File: config.mk
export PLATFORM = sky130hd
export DESIGN_NAME = pulse_stretcher
export DESIGN_NICKNAME = d
export VERILOG_FILES = /design/src/rtl/pulse_stretcher_pkg.sv /design/src/rtl/pulse_stretcher_cycle_counter.sv /design/src/rtl/pulse_stretcher.sv
export SDC_FILE = /design/constraint.sdc
export NUM_CORES = 1
export LEC_CHECK = 0
export ABC_AREA = 0
export BUFFER_PORTS_ARGS = -buffer_cell sky130_fd_sc_hd__buf_2
export CORE_MARGIN = 8
export CORE_UTILIZATION = 30
export DETAILED_ROUTE_END_ITERATION = 6
export HOLD_SLACK_MARGIN = 0.08
export PLACE_DENSITY_LB_ADDON = 0.1
export SETUP_SLACK_MARGIN = 0.4
export SLEW_MARGIN = 25
export SYNTH_ARGS = -nofsm -noshare
export SYNTH_HDL_FRONTEND = slang
export SYNTH_SLANG_ARGS = --single-unit
File: constraint.sdc
create_clock -name clk -period 3.7 [get_ports clk]
set_clock_uncertainty 0.2 [all_clocks]
set_input_delay 0.555 -clock clk [delete_from_list [all_inputs] [get_ports clk]]
set_output_delay 0.555 -clock clk [all_outputs]
set_load 0.005 [all_outputs]
File: src/rtl/pulse_stretcher_pkg.sv
// Shared definitions for the pulse stretcher: FSM state encoding and default timing.
package pulse_stretcher_pkg;

    typedef enum logic [1:0] {
        STATE_IDLE = 2'd0,
        STATE_HOLD = 2'd1,
        STATE_GAP  = 2'd2
    } state_t;

    localparam int DEFAULT_HOLD_CYCLES = 4;
    localparam int DEFAULT_GAP_CYCLES  = 2;

endpackage

File: src/rtl/pulse_stretcher_cycle_counter.sv
// Loadable down-counter that times the HOLD and GAP phases of the pulse stretcher.
module pulse_stretcher_cycle_counter #(
    parameter int CNT_W = 16
) (
    input  logic             clk,
    input  logic             rst,
    input  logic             load,
    input  logic [CNT_W-1:0] load_val,
    input  logic             en,
    output logic             zero
);

    logic [CNT_W-1:0] cnt_d;
    logic [CNT_W-1:0] cnt_q;

    // A load takes priority over a decrement issued in the same cycle.
    always_comb begin
        cnt_d = cnt_q;
        if (load) begin
            cnt_d = load_val;
        end else if (en) begin
            cnt_d = cnt_q - CNT_W'(1);
        end
    end

    always_ff @(posedge clk) begin
        if (!rst) begin
            cnt_q <= '0;
        end else begin
            cnt_q <= cnt_d;
        end
    end

    assign zero = (cnt_q == '0);

endmodule

File: src/rtl/pulse_stretcher.sv
// Stretches single-cycle event pulses into fixed-width levels separated by a low gap,
// queueing events that arrive while busy in a saturating pending counter.
module pulse_stretcher
    import pulse_stretcher_pkg::*;
#(
    parameter int HOLD_CYCLES = DEFAULT_HOLD_CYCLES,
    parameter int GAP_CYCLES  = DEFAULT_GAP_CYCLES,
    parameter int PEND_W      = 2,
    parameter int CNT_W       = 16
) (
    input  logic              clk,
    input  logic              rst,
    input  logic              p_in,
    input  logic              ovf_clr,
    output logic              l_out,
    output logic              busy,
    output logic [PEND_W-1:0] pend,
    output logic              ovf
);

    localparam logic [PEND_W-1:0] PEND_MAX  = '1;
    localparam logic [CNT_W-1:0]  HOLD_LOAD = CNT_W'(HOLD_CYCLES - 1);
    localparam logic [CNT_W-1:0]  GAP_LOAD  = CNT_W'(GAP_CYCLES - 1);

    state_t            state_d;
    state_t            state_q;
    logic [PEND_W-1:0] pend_d;
    logic [PEND_W-1:0] pend_q;
    logic              ovf_d;
    logic              ovf_q;

    logic              cnt_load;
    logic [CNT_W-1:0]  cnt_load_val;
    logic              cnt_en;
    logic              cnt_zero;
    logic              inc_req;
    logic              ovf_set;

    pulse_stretcher_cycle_counter #(
        .CNT_W (CNT_W)
    ) u_cycle_counter (
        .clk      (clk),
        .rst      (rst),
        .load     (cnt_load),
        .load_val (cnt_load_val),
        .en       (cnt_en),
        .zero     (cnt_zero)
    );

    always_comb begin
        state_d      = state_q;
        pend_d       = pend_q;
        ovf_d        = ovf_q;
        cnt_load     = 1'b0;
        cnt_load_val = HOLD_LOAD;
        cnt_en       = 1'b0;
        inc_req      = 1'b0;
        ovf_set      = 1'b0;

        case (state_q)
            STATE_IDLE: begin
                if (p_in) begin
                    state_d      = STATE_HOLD;
                    cnt_load     = 1'b1;
                    cnt_load_val = HOLD_LOAD;
                end
            end
            STATE_HOLD: begin
                inc_req = p_in;
                if (cnt_zero) begin
                    state_d      = STATE_GAP;
                    cnt_load     = 1'b1;
                    cnt_load_val = GAP_LOAD;
                end else begin
                    cnt_en = 1'b1;
                end
            end
            STATE_GAP: begin
                if (cnt_zero) begin
                    // Final gap cycle: a queued or fresh event restarts HOLD directly.
                    // A fresh event with something queued cancels that entry's dequeue.
                    if ((pend_q != '0) || p_in) begin
                        state_d      = STATE_HOLD;
                        cnt_load     = 1'b1;
                        cnt_load_val = HOLD_LOAD;
                    end else begin
                        state_d = STATE_IDLE;
                    end
                    if ((pend_q != '0) && !p_in) begin
                        pend_d = pend_q - PEND_W'(1);
                    end
                end else begin
                    cnt_en  = 1'b1;
                    inc_req = p_in;
                end
            end
            default: begin
                state_d = STATE_IDLE;
            end
        endcase

        if (inc_req) begin
            if (pend_q == PEND_MAX) begin
                ovf_set = 1'b1;
            end else begin
                pend_d = pend_q + PEND_W'(1);
            end
        end

        if (ovf_set) begin
            ovf_d = 1'b1;
        end else if (ovf_clr) begin
            ovf_d = 1'b0;
        end
    end

    always_ff @(posedge clk) begin
        if (!rst) begin
            state_q <= STATE_IDLE;
            pend_q  <= '0;
            ovf_q   <= 1'b0;
        end else begin
            state_q <= state_d;
            pend_q  <= pend_d;
            ovf_q   <= ovf_d;
        end
    end

    assign l_out = (state_q == STATE_HOLD);
    assign busy  = (state_q != STATE_IDLE);
    assign pend  = pend_q;
    assign ovf   = ovf_q;

endmodule

==> results.yml <==
global_route:
  overflow: 0
  grt_pass1_vias: 1121
  grt.total_usage_pct: 9.417
  grt_max_degree: 21
  grt_pass1_wl_mm: 5.023
  antenna_found_initial: 0
finish:
  final_net_count: 175
  design_area_mm2: 0.001445
  nFillCells: 472
  antennaDiodeCount: 0
  area_growth_pct: 10.53
  drive_gt1_share_pct: 15.00
cts:
  clockBufferDepth: 2
  htreeDepth: 1
  ctsResizeCount: 0
  cts_hold_buf: 0
  cts.clk_slew.worst_paths_ns: 0.08
  post-cts-setup-buffers: 0
  cts_sinks: 21
  cts_buffers: 3
  clock-root-buffer: "clkbuf_8"
  tritoncts: "yes"
  insertion_delay_ns: 0.26
power_and_ir_drop:
  p_per_area_mw_per_mm2: 1036
  power_uw: 1497
  p_leak_uw: 0.0005748
  peakVddDrop_mv: 0.3268
floorplanning:
  num_rows: 24
  die_height_um: 82.02
  die_w_um: 82.02
  start_util_pct: 30.66
  pin_count: 9
  core-area_mm2: 0.004264
  dieArea_mm2: 0.006726
timing:
  finalCriticalPeriod_ns: 2.861
  period_share_pct: 77.32
  max_slew_margin_pct: 69.67
  maxSlewViolCount: 0
  rsz0062_at_grt: "no"
  final-hold-violation-count: 0
  setup_violations: 0
  max_clock_freq_ghz: 0.3495
  worst_slew_pin_slew_ns: 0.4510
  setup_tns_ns: 0
routing:
  dr.pass1.iters: 4
  dr_total_vias: 1141
  routedWlPerCell_um: 13.18
  drt-total-wl_mm: 2.795
  drt_iter0_markers: 47
  ant_nets: 0
  drc: 0
  viasPerCell: 5.382
critical_path:
  slowest_stage: "or4b_1"
  crit_type: "reg -> reg"
  path_buf_inv: 1
  crit_required_ns: 3.70
  max_stage_delay_ns: 0.54
  crit_fanout: 4
  startpoint_type: "flip-flop"
  cp_top_family: "simple AND/OR/NAND/NOR gates"
  arrival_ns: 2.86
  cp-end-kind: "flip-flop"
  path_cells: "inv_1 -> ha_1 -> or4b_1 -> or4_4 -> or4b_4 -> mux2_4 -> o21ai_2"
placed_design:
  dp_hpwl_mm: 2.149
  routabilityCongestion: 0.7160
  io_buffers: 8
  placed_area_mm2: 0.001400
synth:
  synth_top_area_share_pct: 32.15
  syn_nets: 165
  yosysWarnings: 0
  synth.distinct_cells: 43
  synth_edf_count: 0
  yosysMostFrequentCell: "dfxtp_1"
  synthArstFlopShare_pct: 0
  yosysSeqAreaShare_pct: 32.15
  syn_area_mm2: 0.001308
  ys_top_cells_by_area: "dfxtp_1 (32%), ha_1 (9.6%), or4_1 (4.6%)"
  synthFlopType: "dfxtp_1"
  synth_seq_cells: 21
  yosys.area.top_type: "dfxtp_1"
  synth_common_cells: "dfxtp_1 (21), a21oi_1 (10), ha_1 (10), inv_1 (10), nand2_1 (10)"
  synthCells: 151
  synth.avg_cell_area_um2: 8.659
worst_hold_path:
  hold_class: "reg -> reg"
run_status:
  outcome: "finished, final reports clean"
job:
  max_cap_viol_count: 0
[path summary, 6_finish.rpt]
path                            start        end  slack (ns)  depth (start not counted)
max reg2reg  u_cycle_counter.cnt_q[0]  flip-flop        0.84                          7
min reg2reg                   pend[0]    pend[0]        0.29                          2
max          u_cycle_counter.cnt_q[0]  flip-flop        0.84                          7
min                           pend[0]    pend[0]        0.29                          2
[cells in the final DEF, fill, tap and decap left out, drive strengths merged, types with 2 or more instances in the layout]
master,synthesis,final
clkbuf,2,4
nor3,5,5
nor2b,3,3
nand3b,2,2
or4b,2,2
a21boi,2,2
nor2,7,7
o211ai,3,3
buf,3,10
o22ai,2,2
mux2i,2,2
nor4,2,2
o21ai,9,9
inv,10,10
a21oi,10,10
nand2,10,10
o31ai,4,4
dfxtp,21,21
or4,10,10
or3,11,11
xnor2,3,3
nor3b,2,2
ha,10,10
nand3,4,4
[metrics by stage]
stage               util (%)  instances  hold slack (ns)  worst slack (ns)
floorplan                  -        151           0.2526            0.9607
global placement       32.83        208           0.2760            0.8874
detailed placement     32.83        208           0.2857            0.8496
CTS                    33.89        212           0.2989            0.8208
global route           33.89        212           0.3335            0.7294
finish                 33.89        212           0.2945            0.8391
[worst reg2reg max path: stages, from the launching register on]
cell	delay [ns]
dfxtp_1	0.32
inv_1	0.11
ha_1	0.15
or4b_1	0.54
or4_4	0.54
or4b_4	0.51
mux2_4	0.31
o21ai_2	0.12
[cell type report]
type	count	area, um^2	area share, %
Multi-Input combinational cell	115	822.0	56.88
Sequential cell	21	420.4	29.09
Timing Repair Buffer	10	55.05	3.810
Clock buffer	4	45.04	3.117
Inverter	10	37.54	2.597
Tap cell	52	65.06	4.502
[per-layer routing]
layer  global-route usage, %  wire length [um]  vias up  share of wire, %
met5                       0                 0        -                 0
met4                   3.684                42        0               1.5
met3                   2.188                86        5               3.1
met2                   16.10              1334       14                48
met1                   11.08              1331      542                48
li1                        -                 -      580                 -
[report_power, final]
| group | switching (uW) | total (uW) | internal, uW |
|---|---|---|---|
| Combinational | 548 | 953 | 405 |
| Sequential | 83.4 | 393 | 310 |
| Clock | 74.4 | 151 | 76.7 |
[logic make-up after synthesis]
| group | after synthesis | synth area share [%] |
|---|---|---|
| compound gates | 38 | 19.43 |
| xor+xnor | 3 | 2.010 |
| fa+ha+maj | 10 | 9.569 |
| buf+inv | 15 | 4.976 |
| flops | 21 | 32.15 |
| mux | 3 | 2.679 |
| simple gates | 61 | 29.19 |
[state kept, by name (all words and copies together), names as in the netlist, named ones only]
signal and flops:
ovf 1, u_cycle_counter.cnt_q 16, state_q 2, pend 1
(Power assumes the default switching activity.)
